[src/rtl/instrumented_adder_brent_wrap_if.sv]
// ----------------------------------------------------------------------------
// instrumented_adder_brent_wrap_if
//   Bundles the three 32-bit logic-analyser (LA) channels of the Caravel
//   user-project wrapper.
//   master : drives la*_data_in / la*_oenb, observes la*_data_out
//   slave  : the wrapper; observes la*_data_in / la*_oenb, drives la*_data_out
// ----------------------------------------------------------------------------
interface instrumented_adder_brent_wrap_if;
    logic [31:0] la1_data_in;
    logic [31:0] la2_data_in;
    logic [31:0] la3_data_in;
    logic [31:0] la1_oenb;
    logic [31:0] la2_oenb;
    logic [31:0] la3_oenb;
    logic [31:0] la1_data_out;
    logic [31:0] la2_data_out;
    logic [31:0] la3_data_out;

    modport master (
        output la1_data_in, la2_data_in, la3_data_in,
        output la1_oenb, la2_oenb, la3_oenb,
        input  la1_data_out, la2_data_out, la3_data_out
    );

    modport slave (
        input  la1_data_in, la2_data_in, la3_data_in,
        input  la1_oenb, la2_oenb, la3_oenb,
        output la1_data_out, la2_data_out, la3_data_out
    );
endinterface

[src/rtl/instrumented_adder_brent_wrap.sv]
// ----------------------------------------------------------------------------
// instrumented_adder_brent_wrap
//   Caravel user-project wrapper around a 32-bit Brent-Kung adder with delay
//   instrumentation. In ring mode one selected sum bit is inverted and fed back
//   into one selected operand-A bit every clock; toggles of the selected sum
//   bit are counted to prove the carry path under test.
//
// Ports
//   wb_clk_i  : sole clock, rising edge
//   wb_rst_i  : asynchronous, active-high reset
//   active    : project select; 0 = outputs parked, state frozen
//   la        : LA buses (slave modport)
//                 la1_data_in [0]=load [1]=run [6:2]=ring bit [11:7]=sum bit
//                 la2_data_in operand A, la3_data_in operand B, oenb ignored
//                 la1_data_out registered sum, la2_data_out toggle counter,
//                 la3_data_out {30'b0, cout_q, chain_out}
//   io_in     : ignored
//   io_out    : [0]=chain_out, [1]=cout_q, others 0
//   io_oeb    : active ? {36 ones, 2'b00} : all ones
//
// Configuration
//   INSTR_TOGGLE_COUNTER_EN : when defined the toggle counter is built and
//                             driven on la2_data_out; otherwise la2_data_out=0.
// ----------------------------------------------------------------------------
module instrumented_adder_brent_wrap #(
    parameter int WIDTH = 32              // only 32 supported
) (
    input  logic                          wb_clk_i,
    input  logic                          wb_rst_i,
    input  logic                          active,
    instrumented_adder_brent_wrap_if.slave la,
    input  logic [37:0]                   io_in,
    output logic [37:0]                   io_out,
    output logic [37:0]                   io_oeb
);
    localparam int unsigned IW = $clog2(WIDTH);

    logic [WIDTH-1:0] a_input, b_input, s_output;
    logic [WIDTH-1:0] ring_mask, sum_mask;
    logic [WIDTH-1:0] sum, hsum, g, p;
    logic             cout, cout_q, chain_out, chain_next, fb;
    logic             load, run;

    assign load = la.la1_data_in[0];
    assign run  = la.la1_data_in[1];

    // Brent-Kung prefix tree. g/p are updated in place: within one level a
    // node only reads positions that are not written at that level.
    always_comb begin : brent_kung
        int unsigned span;
        hsum = a_input ^ b_input;
        g    = a_input & b_input;
        p    = hsum;
        // Up-sweep: build group (G,P) at positions 2^(l+1)-1 mod 2^(l+1).
        for (int unsigned l = 0; l < IW; l++) begin
            span = 32'd1 << l;
            for (int unsigned i = 0; i < WIDTH; i++) begin
                if (((i + 32'd1) % (32'd2 << l)) == 32'd0) begin
                    g[IW'(i)] = g[IW'(i)] | (p[IW'(i)] & g[IW'(i - span)]);
                    p[IW'(i)] = p[IW'(i)] & p[IW'(i - span)];
                end
            end
        end
        // Down-sweep: fill in the remaining prefixes from coarse to fine.
        // Carry-in is zero, so only the generate term needs completing.
        for (int unsigned k = 0; k < IW - 1; k++) begin
            span = 32'd1 << (IW - 2 - k);
            for (int unsigned i = 0; i < WIDTH; i++) begin
                if ((i >= (3 * span - 1)) && (((i + 32'd1) % (2 * span)) == span)) begin
                    g[IW'(i)] = g[IW'(i)] | (p[IW'(i)] & g[IW'(i - span)]);
                end
            end
        end
        sum[0] = hsum[0];
        for (int unsigned i = 1; i < WIDTH; i++) begin
            sum[IW'(i)] = hsum[IW'(i)] ^ g[IW'(i - 1)];
        end
        cout = g[WIDTH-1];
    end

    assign chain_next = |(sum & sum_mask);
    assign fb         = ~chain_next;

    always_ff @(posedge wb_clk_i or posedge wb_rst_i) begin
        if (wb_rst_i) begin
            a_input   <= '0;
            b_input   <= '0;
            s_output  <= '0;
            ring_mask <= WIDTH'(32'h0000_2000);
            sum_mask  <= '0;
            cout_q    <= 1'b0;
            chain_out <= 1'b0;
        end else if (active) begin
            s_output  <= sum;
            cout_q    <= cout;
            chain_out <= chain_next;
            if (load) begin
                a_input   <= la.la2_data_in;
                b_input   <= la.la3_data_in;
                ring_mask <= WIDTH'(1) << la.la1_data_in[6:2];
                sum_mask  <= WIDTH'(1) << la.la1_data_in[11:7];
            end else if (run) begin
                a_input <= (a_input & ~ring_mask) | (fb ? ring_mask : '0);
            end
        end
    end

`ifdef INSTR_TOGGLE_COUNTER_EN
    logic [31:0] counter;

    always_ff @(posedge wb_clk_i or posedge wb_rst_i) begin
        if (wb_rst_i) begin
            counter <= '0;
        end else if (active) begin
            if (load) begin
                counter <= '0;
            end else if (run) begin
                counter <= counter + 32'(chain_next != chain_out);
            end
        end
    end

    assign la.la2_data_out = active ? counter : '0;
`else
    assign la.la2_data_out = '0;
`endif

    assign la.la1_data_out = active ? s_output : '0;
    assign la.la3_data_out = active ? {30'b0, cout_q, chain_out} : '0;
    assign io_out          = active ? {36'b0, cout_q, chain_out} : '0;
    assign io_oeb          = active ? {{36{1'b1}}, 2'b00} : '1;

    logic unused_inputs;
    assign unused_inputs = ^{la.la1_data_in[31:12], la.la1_oenb, la.la2_oenb,
                             la.la3_oenb, io_in};
endmodule

[src/flat_wrapper.sv]
// flat-port wrapper written by rule: the top's interface ports become plain ports
module instrumented_adder_brent_wrap_flat 
#(
    parameter int WIDTH = 32                                  
)
  (wb_clk_i, wb_rst_i, active, io_in, io_out, io_oeb, la_la1_data_in, la_la2_data_in, la_la3_data_in, la_la1_oenb, la_la2_oenb, la_la3_oenb, la_la1_data_out, la_la2_data_out, la_la3_data_out);
  instrumented_adder_brent_wrap_if la_i ();
  input  logic wb_clk_i;
  input  logic wb_rst_i;
  input  logic active;
  input  logic [37:0] io_in;
  output logic [37:0] io_out;
  output logic [37:0] io_oeb;
  input wire logic [$bits(la_i.la1_data_in)-1:0] la_la1_data_in;
  input wire logic [$bits(la_i.la2_data_in)-1:0] la_la2_data_in;
  input wire logic [$bits(la_i.la3_data_in)-1:0] la_la3_data_in;
  input wire logic [$bits(la_i.la1_oenb)-1:0] la_la1_oenb;
  input wire logic [$bits(la_i.la2_oenb)-1:0] la_la2_oenb;
  input wire logic [$bits(la_i.la3_oenb)-1:0] la_la3_oenb;
  output wire logic [$bits(la_i.la1_data_out)-1:0] la_la1_data_out;
  output wire logic [$bits(la_i.la2_data_out)-1:0] la_la2_data_out;
  output wire logic [$bits(la_i.la3_data_out)-1:0] la_la3_data_out;
  assign la_i.la1_data_in = la_la1_data_in;
  assign la_i.la2_data_in = la_la2_data_in;
  assign la_i.la3_data_in = la_la3_data_in;
  assign la_i.la1_oenb = la_la1_oenb;
  assign la_i.la2_oenb = la_la2_oenb;
  assign la_i.la3_oenb = la_la3_oenb;
  assign la_la1_data_out = la_i.la1_data_out;
  assign la_la2_data_out = la_i.la2_data_out;
  assign la_la3_data_out = la_i.la3_data_out;
  instrumented_adder_brent_wrap #(.WIDTH(WIDTH)) u_core (.wb_clk_i(wb_clk_i), .wb_rst_i(wb_rst_i), .active(active), .la(la_i), .io_in(io_in), .io_out(io_out), .io_oeb(io_oeb));
endmodule
[config.mk]
export PLATFORM = sky130hd
export DESIGN_NAME = instrumented_adder_brent_wrap_flat
export DESIGN_NICKNAME = d
export VERILOG_FILES = /design/src/rtl/instrumented_adder_brent_wrap_if.sv /design/src/rtl/instrumented_adder_brent_wrap.sv /design/src/flat_wrapper.sv
export SDC_FILE = /design/constraint.sdc
export NUM_CORES = 1
export LEC_CHECK = 0
export ABC_AREA = 1
export CAP_MARGIN = 20
export CELL_PAD_IN_SITES_DETAIL_PLACEMENT = 1
export CELL_PAD_IN_SITES_GLOBAL_PLACEMENT = 1
export CORE_ASPECT_RATIO = 1.4
export CORE_MARGIN = 2
export CORE_UTILIZATION = 28
export CTS_BUF_LIST = sky130_fd_sc_hd__clkbuf_8
export DETAILED_ROUTE_END_ITERATION = 6
export MAX_ROUTING_LAYER = met4
export PLACE_DENSITY_LB_ADDON = 0.3
export SETUP_SLACK_MARGIN = 0.05
export SLEW_MARGIN = 20
export SYNTH_ARGS = -nofsm -noshare
export SYNTH_HDL_FRONTEND = slang
export SYNTH_SLANG_ARGS = --single-unit
[constraint.sdc]
create_clock -name wb_clk_i -period 5.1 [get_ports wb_clk_i]
set_clock_uncertainty 0.1 [all_clocks]
set_input_delay 0.765 -clock wb_clk_i [delete_from_list [all_inputs] [get_ports wb_clk_i]]
set_output_delay 0.765 -clock wb_clk_i [all_outputs]
set_load 0.02 [all_outputs]
==> impl_metrics.tcl, run 1 <==
set metrics [dict create \
    diodes 0 \
    synth-edff-count 0 \
    setup_slack_ns 0.6514 \
    worst-path-max-fanout 33 \
    met3_usage 0.01733 \
    drive_above_1_share 0.04528 \
    synth.top_cell.area_share 0.4135 \
    clockRootBuffer "clkbuf_8" \
    synthTopCellsByArea "dfrtp_1, buf_4, nand2_1, inv_1, o21ai_0" \
    dp_slack_ns 0.6110 \
    min_period_over_period 0.8723 \
    ctsHoldBuffers 0 \
    cts_sinks 162 \
    synth_commonest_cells "nand2_1, dfrtp_1, inv_1" \
    hold_path.class "reg2reg" \
    grt_pass1_vias 8031 \
    clk_pin_slew_ns 0.10 \
    tritoncts "yes" \
    seq_area_frac_synth 0.4162 \
    required_ns 5.41 \
    yosys_warnings 0 \
    ant_nets 0 \
    vdd_ir_drop_max_mv 0.1580 \
    cts_resized 0 \
    start_util 0.2846 \
    top_usage_layer "met2" \
    drt_wl_total_um 28460 \
    numCtsBuffers 17 \
    synthFlopType "dfrtp_1" \
    tightest_slew_ns 0.8100 \
    yosysMostFrequentCell "nand2_1" \
    drt_iter0_drc 433 \
    rsz0062_at_grt "no" \
    portBuffers 116 \
    status "finished clean" \
    die_w_um 161.7 \
    grt_usage 0.1637 \
    fillers 4162 \
    leakagePower_nw 5.376 \
    syn_inst 1201 \
    p_sw_frac 0.3931 \
    synth.largest_area_cell "dfrtp_1" \
    placeableCoreArea_um2 34230 \
    fmax_mhz 224.8 \
    grtUsageMet2 0.2943 \
    avgSynthCellArea_um2 8.114 \
    nets 1570 \
    cts_max_level 4 \
    syn-cell-area_um2 9744 \
    power_density_nw_per_um2 366.7 \
    power.share.combinational 0.359 \
    die_y_um 224.7 \
    hp-start "u_core.s_output[0]$_DFFE_PP0P_" \
    grt.overflow.total 0 \
    drv_slew 0 \
    synth-seq-cells 162 \
    grt_pass1_wl_um 44230 \
    synthArstFlopShare 1.000 \
    die_area_um2 36330 \
    synth_cell_type_count 36 \
    insertion_delay_ns 0.49 \
    seqPwrFrac 0.398 \
    setup.worst_path.end_class "register" \
    crit_arrival_ns 4.76 \
    grt_max_degree 90 \
    ios 405 \
    row_count 80 \
    avgRoutedWirePerCell_um 16.22 \
    firstDrtPassIters 4 \
    setup_viol 0 \
    slew_headroom 0.4589 \
    timing_hold_violations_final 0 \
    area.growth.synth_to_final_pct 14.61 \
    drc 0 \
    dp_hpwl_um 21430 \
    grt.met1_usage 0.1861 \
    pwr-share-clk 0.242 \
    cap_violations 0 \
    via_per_inst 4.434 \
    p_int_w 0.002485 \
    setup-tns-final_ns 0 \
    cp-start-kind "register" \
    gp_congestion 0.8392 \
    critPathKind "reg2reg" \
    vias 7778 \
    min_period_ns 4.449 \
    switchingPower_w 0.001610 \
    antenna_found_initial 0 \
    postCtsSetupBuffers 0 \
    cts_buffer_depth 2 \
]
## power groups by stage
stage | Combinational [W] | Clock (W) | Sequential, W
floorplan | 0.00105 | 0 | 0.00160
global placement | 0.00147 | 0 | 0.00165
detailed placement | 0.00150 | 0 | 0.00166
CTS | 0.00150 | 0.00102 | 0.00163
global route | 0.00164 | 0.00107 | 0.00166
finish | 0.00147 | 0.000992 | 0.00163
## area by class of cell
type | instances | area, um^2 | share of cell area
inverter | 149 | 563.0 | 0.05041
clock inverter | 14 | 151.4 | 0.01356
timing repair buffer | 129 | 1261 | 0.1129
multi-input combinational | 831 | 4325 | 0.3873
sequential | 162 | 4055 | 0.3631
tap | 451 | 564.3 | 0.05053
clock buffer | 18 | 247.7 | 0.02218
## worst max-delay path: stages, from the launching register on
cell     delay [ns]
dfrtp_1        0.42
ha_1           0.25
inv_1          0.07
fa_1           0.40
inv_1          0.07
nand3_1        0.06
nand2_1        0.12
nand2_1        0.06
nand2_1        0.12
nand2_1        0.07
nand2_1        0.14
nand2_1        0.07
nand2_1        0.16
nand2_1        0.07
nand2_1        0.09
inv_1          0.06
fa_1           0.59
o21ai_0        0.13
nor3_1         0.30
nand3_1        0.18
nor2_4         0.12
buf_4          0.40
nand3_1        0.13
a21oi_1        0.17
## layout by cell type, fill, tap and decap left out, types with 2 or more instances in the layout
master | Yosys | final
a21boi_0 | 25 | 25
a21boi_1 | 7 | 7
a21o_1 | 2 | 2
a21oi_1 | 45 | 45
a31oi_1 | 6 | 6
buf_2 | 6 | 2
buf_4 | 137 | 12
bufinv_16 | 0 | 2
clkbuf_8 | 1 | 18
clkdlybuf4s50_1 | 0 | 114
clkinvlp_4 | 0 | 5
conb_1 | 2 | 134
dfrtp_1 | 161 | 161
fa_1 | 16 | 16
ha_1 | 31 | 31
inv_1 | 149 | 148
inv_6 | 0 | 5
nand2_1 | 253 | 252
nand2_2 | 2 | 3
nand3_1 | 39 | 39
nand4_1 | 23 | 23
nor2_1 | 80 | 80
nor2_4 | 2 | 2
nor3_1 | 8 | 8
o21ai_0 | 82 | 82
o21ai_1 | 5 | 5
o22ai_1 | 49 | 49
or2_2 | 2 | 2
xnor2_1 | 15 | 15
## kinds of logic (layout without fill, tap and decap cells)
group	after synthesis	after routing	share of synthesized area
xor+xnor	15	15	0.01348
simple gates	411	411	0.1740
flops	162	162	0.4162
other cells	2	134	0.0007707
fa+ha+maj	47	47	0.07268
buf+inv	340	310	0.1911
compound gates	224	224	0.1319
## metrics by stage
stage                     std cells  instance area, um^2  total power (W)  hold slack, ns  utilization
after floorplan                1333                10240         0.002654          0.3417            -
after global placement         1722                10770         0.003127          0.3604       0.3146
after detailed placement       1722                10770         0.003158          0.3628       0.3146
after CTS                      1754                11170         0.004161          0.3883       0.3262
after global routing           1754                11170         0.004367          0.4113       0.3262
final                          1754                11170         0.004095          0.3811       0.3262
## final timing paths
check	slack, ns	endpoint	cells past startpoint
max in group asynchronous	3.23	u_core.s_output[4]$_DFFE_PP0P_	3
min reg2reg	0.38	u_core.s_output[0]$_DFFE_PP0P_	2
max reg2reg	0.65	register	23
min	0.38	u_core.s_output[0]$_DFFE_PP0P_	2
max	0.65	register	23
min in group asynchronous	0.66	u_core.s_output[31]$_DFFE_PP0P_	2
## metal layers
metal / share of wire / vias up
met5: 0 / -
met4: 0.026 / 0
met3: 0.034 / 36
met2: 0.52 / 214
met1: 0.42 / 3773
li1: - / 3755
Note: power is estimated with default switching activity, not from simulation.
==> run 2: changes to the inputs <==
--- a/config.mk
+++ b/config.mk
@@ -17,7 +17,9 @@
 export MAX_ROUTING_LAYER = met4
 export PLACE_DENSITY_LB_ADDON = 0.3
 export SETUP_SLACK_MARGIN = 0.05
+export SKIP_LAST_GASP = 1
 export SLEW_MARGIN = 20
 export SYNTH_ARGS = -nofsm -noshare
 export SYNTH_HDL_FRONTEND = slang
 export SYNTH_SLANG_ARGS = --single-unit
+export TNS_END_PERCENT = 20
==> results of run 2 <==
Same layout as run 1: the final DEF is identical, and so are final timing and power.
==> run 3: changes to the inputs <==
--- a/config.mk
+++ b/config.mk
@@ -16,9 +16,9 @@
 export DETAILED_ROUTE_END_ITERATION = 6
 export MAX_ROUTING_LAYER = met4
 export PLACE_DENSITY_LB_ADDON = 0.3
+export RECOVER_POWER = 25
 export SETUP_SLACK_MARGIN = 0.05
 export SKIP_LAST_GASP = 1
-export SLEW_MARGIN = 20
 export SYNTH_ARGS = -nofsm -noshare
 export SYNTH_HDL_FRONTEND = slang
 export SYNTH_SLANG_ARGS = --single-unit
==> impl_metrics.tcl, run 3 (synthesized netlist as in run 1, its figures left out) <==
set metrics [dict create \
    status "complete, but fails checks" \
    violations "capacitance limit, slew limit" \
    drc 0 \
    ios 405 \
    cp-start-kind "register" \
    gp_congestion 0.8392 \
    worst-path-max-fanout 33 \
    vdd_ir_drop_max_mv 0.1577 \
    die_w_um 161.7 \
    via_per_inst 4.434 \
    fmax_mhz 225.0 \
    cts_max_level 4 \
    placeableCoreArea_um2 34230 \
    cts_sinks 162 \
    row_count 80 \
    grt.overflow.total 0 \
    layoutNonFillerInstCount 1754 \
    drt_wl_total_um 28450 \
    setup.worst_path.end_class "register" \
    setup_viol 0 \
    cts_buffer_depth 2 \
    critPathKind "reg2reg" \
    firstDrtPassIters 4 \
    die_y_um 224.7 \
    hold_path.class "reg2reg" \
    drt_iter0_drc 449 \
    ctsHoldBuffers 0 \
    final_common_cell "nand2_1" \
    insertion_delay_ns 0.49 \
    fin_total_pwr_w 0.004093 \
    cts_resized 0 \
    required_ns 5.41 \
    fillers 4164 \
    tritoncts "yes" \
    clockRootBuffer "clkbuf_8" \
    grt_pass1_wl_um 44230 \
    postCtsSetupBuffers 0 \
    clk_pin_slew_ns 0.10 \
    cap_violations 3 \
    crit_arrival_ns 4.75 \
    area.growth.synth_to_final_pct 14.42 \
    seq_area_um2 4055 \
    rsz0062_at_grt "no" \
    slew_headroom -0.5652 \
    nets 1570 \
    grt_max_degree 90 \
    leakagePower_nw 5.368 \
    ant_nets 0 \
    multiInputGateArea_um2 4325 \
    dp_hpwl_um 21430 \
    start_util 0.2846 \
    numCtsBuffers 17 \
    dp.cells 1722 \
    reg2reg_depth 23 \
    vias 7778 \
    drive_above_1_share 0.04451 \
    final_cell_mix "nand2_1, dfrtp_1, inv_1" \
    tightest_slew_ns 2.348 \
    grt_usage 0.1637 \
    die_area_um2 36330 \
    diodes 0 \
    min_period_ns 4.445 \
    setup-tns-final_ns 0 \
    drv_slew 158 \
    grt_pass1_vias 8031 \
    portBuffers 116 \
    power_density_nw_per_um2 367.1 \
    avgRoutedWirePerCell_um 16.22 \
    holdPathStages 2 \
    final_util 0.3257 \
    antenna_found_initial 0 \
    timing_hold_violations_final 0 \
    min_period_over_period 0.8716 \
]
-- run 3: path summary, 6_finish.rpt --
path                                           startpoint                              end  slack, ns
setup / recovery                                 register                         register       0.65
hold / removal             u_core.s_output[0]$_DFFE_PP0P_   u_core.s_output[0]$_DFFE_PP0P_       0.38
setup reg to reg                                 register                         register       0.65
hold reg to reg            u_core.s_output[0]$_DFFE_PP0P_   u_core.s_output[0]$_DFFE_PP0P_       0.38
max in group asynchronous                        wb_rst_i                        async pin       0.97
min in group asynchronous                        wb_rst_i  u_core.s_output[31]$_DFFE_PP0P_       1.00
-- run 3: stage by stage --
stage	hold slack, ns	setup slack, ns	instance area, um^2
floorplan	0.3417	1.937	10240
global placement	0.3604	0.6466	10770
detailed placement	0.3628	0.6110	10770
CTS	0.3883	0.5760	11170
global route	0.4113	0.2911	11150
finish	0.3811	0.6549	11150
-- run 3: per-layer routing --
metal | GRT usage | vias up | wire length, um
li1 | - | 3755 | -
met1 | 0.1861 | 3773 | 11880
met3 | 0.01733 | 37 | 955
met5 | - | - | 0
met2 | 0.2943 | 213 | 14870
met4 | 0.06509 | 0 | 738
-- run 3: layout make-up --
cell class                 instances  share of cell area
clock buffer                      18             0.02222
multi-input combinational        831              0.3879
timing repair buffer             129              0.1117
inverter                         149             0.05028
tap                              451             0.05061
clock inverter                    14             0.01358
sequential                       162              0.3637
-- run 3: worst max-delay path: stages (launching register included) --
cell	delay, ns
dfrtp_1	0.42
ha_1	0.25
inv_1	0.07
fa_1	0.40
inv_1	0.07
nand3_1	0.06
nand2_1	0.12
nand2_1	0.06
nand2_1	0.12
nand2_1	0.07
nand2_1	0.14
nand2_1	0.07
nand2_1	0.16
nand2_1	0.07
nand2_1	0.09
inv_1	0.06
fa_1	0.59
o21ai_0	0.13
nor3_1	0.30
nand3_1	0.18
nor2_4	0.12
buf_4	0.40
nand3_1	0.13
a21oi_1	0.17
-- run 3: power by group --
group | total, W | switching, W | internal [W]
Combinational | 0.00147 | 0.000932 | 0.000538
Sequential | 0.00163 | 0.000138 | 0.00149
Clock | 0.000992 | 0.000539 | 0.000453
Total | 0.00409 | 0.00161 | 0.00248
